==> src/rtl/mem_port_arbiter.sv <==
// mem_port_arbiter
//   Shares one downstream memory port between the icache refill path and the
//   dcache refill/writeback path. One requester is granted at a time, its
//   command is latched onto the mem_* registers and held until mem_ok, then the
//   response is returned with a one-cycle done pulse. Ties are broken
//   round-robin; after reset the dcache wins the first tie.
//
//   Optional build macro ARB_TIMEOUT_EN adds a watchdog: after TIMEOUT granted
//   cycles without mem_ok the transaction is completed with zero read data and
//   mem_timeout pulses for one cycle. Without the macro the arbiter waits
//   indefinitely and the mem_timeout port does not exist.
//
// Ports:
//   clk, rst                 clock, asynchronous active-high reset
//   i_req/i_addr             icache read request (level, held until i_ok)
//   i_rdata/i_ok             icache read data (32b) and done pulse
//   d_req/d_we/d_addr/
//   d_wdata/d_wmask          dcache request (level, held until d_ok)
//   d_rdata/d_ok             dcache read data (0 on writes) and done pulse
//   mem_req/mem_we/mem_addr/
//   mem_wdata/mem_wmask      memory command, held until mem_ok
//   mem_rdata/mem_ok         memory read data and completion pulse
//   mem_timeout              watchdog expiry pulse (ARB_TIMEOUT_EN only)
//   busy                     1 whenever the arbiter is not idle
module mem_port_arbiter #(
   parameter int ADDR_W  = 64,
   parameter int TIMEOUT = 255
) (
   input  logic              clk,
   input  logic              rst,
   input  logic              i_req,
   input  logic [ADDR_W-1:0] i_addr,
   output logic [31:0]       i_rdata,
   output logic              i_ok,
   input  logic              d_req,
   input  logic              d_we,
   input  logic [ADDR_W-1:0] d_addr,
   input  logic [63:0]       d_wdata,
   input  logic [7:0]        d_wmask,
   output logic [63:0]       d_rdata,
   output logic              d_ok,
   output logic              mem_req,
   output logic              mem_we,
   output logic [ADDR_W-1:0] mem_addr,
   output logic [63:0]       mem_wdata,
   output logic [7:0]        mem_wmask,
   input  logic [63:0]       mem_rdata,
   input  logic              mem_ok,
`ifdef ARB_TIMEOUT_EN
   output logic              mem_timeout,
`endif
   output logic              busy
);

   typedef enum logic [1:0] {IDLE, GNT_I, GNT_D, RESP} state_t;

   state_t            state, state_nx;
   logic              last_d, last_d_nx;   // 1: last grant went to dcache
   logic              mem_req_nx;
   logic              mem_we_nx;
   logic [ADDR_W-1:0] mem_addr_nx;
   logic [63:0]       mem_wdata_nx;
   logic [7:0]        mem_wmask_nx;
   logic [31:0]       i_rdata_nx;
   logic              i_ok_nx;
   logic [63:0]       d_rdata_nx;
   logic              d_ok_nx;
   logic              busy_nx;

`ifdef ARB_TIMEOUT_EN
   logic [7:0]        wd_cnt, wd_cnt_nx;
   logic              mem_timeout_nx;
   logic              wd_expired;

   assign wd_expired = (wd_cnt == 8'(TIMEOUT));
`else
   logic [7:0]        unused_timeout;

   assign unused_timeout = 8'(TIMEOUT);
`endif

   always_ff @(posedge clk or posedge rst) begin
      if (rst) begin
         state     <= IDLE;
         last_d    <= 1'b0;
         mem_req   <= 1'b0;
         mem_we    <= 1'b0;
         mem_addr  <= '0;
         mem_wdata <= '0;
         mem_wmask <= '0;
         i_rdata   <= '0;
         i_ok      <= 1'b0;
         d_rdata   <= '0;
         d_ok      <= 1'b0;
         busy      <= 1'b0;
`ifdef ARB_TIMEOUT_EN
         wd_cnt      <= '0;
         mem_timeout <= 1'b0;
`endif
      end else begin
         state     <= state_nx;
         last_d    <= last_d_nx;
         mem_req   <= mem_req_nx;
         mem_we    <= mem_we_nx;
         mem_addr  <= mem_addr_nx;
         mem_wdata <= mem_wdata_nx;
         mem_wmask <= mem_wmask_nx;
         i_rdata   <= i_rdata_nx;
         i_ok      <= i_ok_nx;
         d_rdata   <= d_rdata_nx;
         d_ok      <= d_ok_nx;
         busy      <= busy_nx;
`ifdef ARB_TIMEOUT_EN
         wd_cnt      <= wd_cnt_nx;
         mem_timeout <= mem_timeout_nx;
`endif
      end
   end

   always_comb begin
      state_nx     = state;
      last_d_nx    = last_d;
      mem_req_nx   = mem_req;
      mem_we_nx    = mem_we;
      mem_addr_nx  = mem_addr;
      mem_wdata_nx = mem_wdata;
      mem_wmask_nx = mem_wmask;
      i_rdata_nx   = i_rdata;
      i_ok_nx      = 1'b0;
      d_rdata_nx   = d_rdata;
      d_ok_nx      = 1'b0;
`ifdef ARB_TIMEOUT_EN
      wd_cnt_nx      = wd_cnt;
      mem_timeout_nx = 1'b0;
`endif

      case (state)
         IDLE: begin
            // dcache wins when alone, or on a tie if icache had the last grant
            if (d_req && (!i_req || !last_d)) begin
               state_nx     = GNT_D;
               last_d_nx    = 1'b1;
               mem_req_nx   = 1'b1;
               mem_we_nx    = d_we;
               mem_addr_nx  = d_addr;
               mem_wdata_nx = d_wdata;
               mem_wmask_nx = d_wmask;
`ifdef ARB_TIMEOUT_EN
               wd_cnt_nx    = '0;
`endif
            end else if (i_req) begin
               state_nx     = GNT_I;
               last_d_nx    = 1'b0;
               mem_req_nx   = 1'b1;
               mem_we_nx    = 1'b0;
               mem_addr_nx  = i_addr;
               mem_wdata_nx = '0;
               mem_wmask_nx = '1;
`ifdef ARB_TIMEOUT_EN
               wd_cnt_nx    = '0;
`endif
            end
         end

         GNT_I: begin
            if (mem_ok) begin
               state_nx   = RESP;
               mem_req_nx = 1'b0;
               i_ok_nx    = 1'b1;
               i_rdata_nx = mem_addr[2] ? mem_rdata[63:32] : mem_rdata[31:0];
`ifdef ARB_TIMEOUT_EN
            end else if (wd_expired) begin
               state_nx       = RESP;
               mem_req_nx     = 1'b0;
               i_ok_nx        = 1'b1;
               i_rdata_nx     = '0;
               mem_timeout_nx = 1'b1;
            end else begin
               wd_cnt_nx = wd_cnt + 8'd1;
`endif
            end
         end

         GNT_D: begin
            if (mem_ok) begin
               state_nx   = RESP;
               mem_req_nx = 1'b0;
               d_ok_nx    = 1'b1;
               d_rdata_nx = mem_we ? 64'd0 : mem_rdata;
`ifdef ARB_TIMEOUT_EN
            end else if (wd_expired) begin
               state_nx       = RESP;
               mem_req_nx     = 1'b0;
               d_ok_nx        = 1'b1;
               d_rdata_nx     = '0;
               mem_timeout_nx = 1'b1;
            end else begin
               wd_cnt_nx = wd_cnt + 8'd1;
`endif
            end
         end

         // Requests are not sampled here so a req still held during the ok
         // pulse cannot start a duplicate transaction.
         RESP: begin
            state_nx = IDLE;
         end

         default: begin
            state_nx = IDLE;
         end
      endcase

      busy_nx = (state_nx != IDLE);
   end

endmodule

==> config.mk <==
export PLATFORM = sky130hd
export DESIGN_NAME = mem_port_arbiter
export DESIGN_NICKNAME = d
export VERILOG_FILES = /design/src/rtl/mem_port_arbiter.sv
export SDC_FILE = /design/constraint.sdc
export NUM_CORES = 1
export LEC_CHECK = 0
export CAP_MARGIN = 20
export CORE_MARGIN = 2
export CORE_UTILIZATION = 25
export CTS_BUF_LIST = sky130_fd_sc_hd__clkbuf_4 sky130_fd_sc_hd__clkbuf_8 sky130_fd_sc_hd__clkbuf_16
export DETAILED_ROUTE_END_ITERATION = 10
export PLACE_DENSITY = 0.61
export SLEW_MARGIN = 20
export SYNTH_ARGS = -nofsm -noshare
export SYNTH_HDL_FRONTEND = slang
export SYNTH_SLANG_ARGS = --single-unit
==> constraint.sdc <==
create_clock -name clk -period 11.1 [get_ports clk]
set_input_delay 1.665 -clock clk [delete_from_list [all_inputs] [get_ports clk]]
set_output_delay 1.665 -clock clk [all_outputs]
set_load 0.01 [all_outputs]
Word-level counts from Yosys, hierarchy flattened
Index checks and enable logic that the tools add are counted.
W data, S select, Z words.
{"block": "totals", "elab_cells": 52, "regBits": 240, "latch_bits": 0, "ram_bits": 0, "rom_bits": 0, "inputBits": 270, "mem_count": 0}
{"block": "op_classes", "eq_ne": 5, "n_mul": 0, "div": 0, "bitwise": 0, "addsub": 0, "reduce_logical": 13, "mux": 22, "magnitude_cmp": 0, "shifts": 0}
{"operator": "$mux W64", "n": 5}
{"operator": "$mux W32", "n": 1}
{"operator": "$mux W8", "n": 2}
{"operator": "$mux W1", "n": 9}
{"operator": "$mux W2", "n": 3}
{"operator": "$pmux W2 S3", "n": 1}
{"operator": "$reduce_and A2 Y1", "n": 3}
{"operator": "$reduce_bool A2 Y1", "n": 3}
{"operator": "$eq A2 B2 Y1 const B", "n": 2}
{"operator": "$ne A3 B3 Y1 const B", "n": 1}
{"operator": "$reduce_and A3 Y1", "n": 1}
{"operator": "$eq A2 B1 Y1 const B", "n": 1}
{"operator": "$logic_not A1 Y1", "n": 2}
{"operator": "$logic_not A2 Y1", "n": 1}
{"operator": "$ne A2 B1 Y1 const B", "n": 1}
{"operator": "$pmux W1 S2", "n": 1}
{"operator": "$reduce_or A2 Y1", "n": 1}
{"operator": "$logic_and A1 B1 Y1", "n": 1}
{"operator": "$logic_or A1 B1 Y1", "n": 1}

Depth between registers and ports, before layout
{"block": "logic_depth", "depth_word": 6, "depth_mapped": 8}

Worst setup path after synthesis
Ideal clock, no wire load.
{"block": "synth_path", "kind": "input port to flip-flop", "startpoint": "in d_req", "endpoint": "reg mem_wdata[33]", "arrival_ns": 2.426, "setup_ns": 0.121, "path_slack_ns": 8.553, "cell_stages": 5, "path_cell_list": "a21boi_2 -> and2_1 -> buf_4 -> buf_6 -> a22o_1"}
{"block": "synth_between", "elab_chain_cells": 3, "word_cells_on_any_way": 4}
{"element": "start, declared", "line": "35", "source": "input logic d_req,"}
{"element": "$logic_and A1 B1 Y1 *", "line": "140", "source": "if (d_req && (!i_req || !last_d)) begin"}
{"element": "$reduce_bool A2 Y1 (no line)"}
{"element": "$reduce_and A2 Y1 (no line)"}
{"element": "end signal, assigned", "line": "106", "source": "mem_wdata <= mem_wdata_nx;"}
{"element": "end, declared", "line": "45", "source": "output logic [63:0] mem_wdata,"}
Mark *: on every way between the ends. The rest lies on a longest branch, timed or not.
A chain may end at the register's enable or synchronous reset.

==> flow_metrics.tcl <==
set metrics [dict create \
    synth.mux.area_fraction_pct 3.33 \
    synth_compound_area_share_pct 18.3 \
    cts-htree-levels 1 \
    gp_congestion 0.793 \
    start_kind "primary input" \
    fp.dieArea_um2 41400 \
    cp_num_buf_inv 4 \
    clk_path_buf_depth 3 \
    yosysUniqueCellTypes 31 \
    maxCapViolations 0 \
    nets 1715 \
    worstSetupEndpointType "asynchronous set/reset pin" \
    vdd_drop_max_v 0.000134 \
    ys_seq_elements 240 \
    hold_viol_final 0 \
    synthAdderAreaFrac_pct 0.628 \
    hold_path_class "reg -> reg" \
    clock_skew_ns 0.0178 \
    ant_nets 0 \
    synth_area_um2 9950 \
    finalCriticalPeriod_ns 3.89 \
    grt_pass1_wl_mm 53.4 \
    antennaDiodeCount 0 \
    cts_root_buf "clkbuf_16" \
    clock_latency_ns 0.55 \
    synthSimpleGateAreaFrac_pct 13.4 \
    die_h_um 204 \
    power_density_nw_per_um2 270 \
    pre_cts_slack_ns 6.50 \
    path_class "in -> async" \
    design_area_um2 16300 \
    core_area_um2 39500 \
    synth-xor-area-share_pct 0 \
    drt_pass1_iterations 4 \
    num_io_pins 507 \
    reg2reg_slack_ns 8.40 \
    cts.sinks 240 \
    slowest_stage "buf_4" \
    max_slew_margin_pct 37.9 \
    run_status "complete, no violations" \
    std_cell_rows 73 \
    yosys.area.top_type_share_pct 60.3 \
    routed_via_density 4.46 \
    worstPathCellList "clkdlybuf4s50_1, inv_8, buf_4, buf_4" \
    rsz0062_at_grt "no" \
    drive_gt1_share_pct 5.07 \
    synth_nets 1242 \
    ctsHoldBuffers 0 \
    setup_tns_ns 0 \
    p_leak_nw 7.00 \
    port_buffers 506 \
    overflow 0 \
    area_delta_synth_final_pct 64.0 \
    hold_slack_ns 0.475 \
    drc 0 \
    antenna_found_initial 1 \
    grt_pass1_vias 9171 \
    fmax_mhz 257 \
    start_util_pct 25.2 \
    ys_seq_area_share_pct 60.3 \
    synth_warnings 0 \
    clk_pin_slew_ns 0.06 \
    finalCritPeriodShare_pct 35.0 \
    cts_resized 0 \
    grtUsageTotal_pct 16.2 \
    drv_slew 0 \
    grt_max_degree 114 \
    vias 8860 \
    cts_tree "built" \
    place_area_um2 15400 \
    cpPeakStageDelay_ns 0.82 \
    post_cts_buffers 0 \
    cpMostUsedCell "buf_4" \
    finalSetupViolCount 0 \
    die_w_um 204 \
    yosys-top-cells-area "dfrtp_1, a21oi_1, a22o_1, nand2_1, nand2b_1" \
    crit_fanout 113 \
    detail_route.iter0.violations 405 \
    worst_pin_slew_ns 0.932 \
    cp_top_family "buffers and inverters" \
    drt-wirelength-per-cell_um 17.6 \
    fin_ws_ns 7.21 \
    yosys.area.top_type "dfrtp_1" \
    critPathArrivalTime_ns 4.47 \
    cts-buffers-inserted 28 \
    dp_hpwl_mm 24.6 \
    syn_inst 967 \
    postSynthAreaPerCell_um2 10.3 \
    worstPathRequired_ns 11.68 \
    wirelength_mm 34.9 \
    synth_top_family_by_area "compound AO/OA/AOI/OAI gates" \
]
==> power by group <==
group          switching, mW  total, mW  internal (mW)
combinational          0.962       2.03           1.07
sequential             0.213       1.48           1.27
clock                  0.371      0.893          0.522
total                   1.55       4.41           2.86
==> registers in the layout (all words and copies together) (netlist names) <==
register   flops
busy           1
d_ok           1
d_rdata       64
i_ok           1
i_rdata       32
last_d         1
mem_addr      64
mem_req        1
mem_wdata     64
mem_we         1
mem_wmask      8
state          2
==> area by class of cell <==
type | instances | area (um2)
inverters | 4 | 22.5
clock inverters | 9 | 62.6
repair buffers | 518 | 5150
flip-flops and latches | 240 | 6010
clock buffers | 42 | 837
fillers | 3886 | 23200
well taps | 525 | 657
multi-input cells | 648 | 3580
==> kinds of logic after synthesis <==
family	count (synthesis)
AOI/OAI and AO/OA	306
buffers and inverters	79
DFF	240
adders and majority gates	5
muxes	33
and+or+nand+nor	304
==> worst paths after layout <==
check	start	end	depth (start not counted)
min in group asynchronous	rst	d_rdata[40]	2
worst max-delay path	rst	mem_addr[38]	4
worst min-delay path	d_rdata[49]	d_rdata[49]	2
worst max register to register	state[0]	mem_addr[60]	7
worst min register to register	d_rdata[49]	d_rdata[49]	2
max in group clk	i_req	mem_addr[60]	6
==> Yosys cell counts (all sizes together) <==
cell type	n
a21oi	160
o22a	8
o31ai	1
o22ai	1
nor2	96
nand2b	66
nand2	134
mux2i	32
a31oi	1
o21ai	67
and2	2
dfrtp	240
a22o	65
and3b	1
o21a	1
ha	5
nand3b	1
a21boi	1
nand4	1
clkbuf	25
buf	50
nor3b	1
a21bo	1
nor2b	2
mux2	1
inv	4
==> per-layer routing <==
| metal | vias to the layer above | global-route usage, % | wire, um | part of all wire [%] |
|---|---|---|---|---|
| li1 | 4241 | - | - | - |
| met1 | 4222 | 20.3 | 14600 | 42 |
| met2 | 353 | 27.4 | 16600 | 48 |
| met3 | 42 | 4.83 | 2930 | 8.4 |
| met4 | 2 | 4.17 | 684 | 2.0 |
| met5 | - | 0 | 13 | 0.037 |
==> cells in the final DEF, fill, tap and decap left out, drive strengths merged <==
cell type	n
o21a	1
nand2	134
clkdlybuf4s50	506
nor3b	1
clkinv	8
and3b	1
ha	5
o22a	8
nand4	1
a31oi	1
nand3b	1
nand2b	66
clkbuf	42
mux2	1
buf	12
a22o	65
nor2b	2
o22ai	1
inv	5
a21boi	1
a21bo	1
a21oi	160
dfrtp	240
o21ai	67
and2	2
o31ai	1
mux2i	32
nor2	96
==> worst reg2reg max path, cell delays in order, from the launching register on <==
cell and delay, ns:
dfrtp_1 0.43, inv_1 0.11, ha_1 0.32, o21ai_4 0.09, buf_4 0.55, buf_4 0.70
a21oi_1 0.20, a21oi_1 0.20
==> stage by stage <==
stage	power, mW	utilization, %	instances
3_3_place_gp	3.52	39.0	1935
4_1_cts	4.47	41.3	1986
5_1_grt	4.71	41.3	1986
6_report	4.41	41.3	1986
2_1_floorplan	2.43	-	967
3_5_place_dp	3.55	39.0	1935
(Power assumes the default switching activity.)
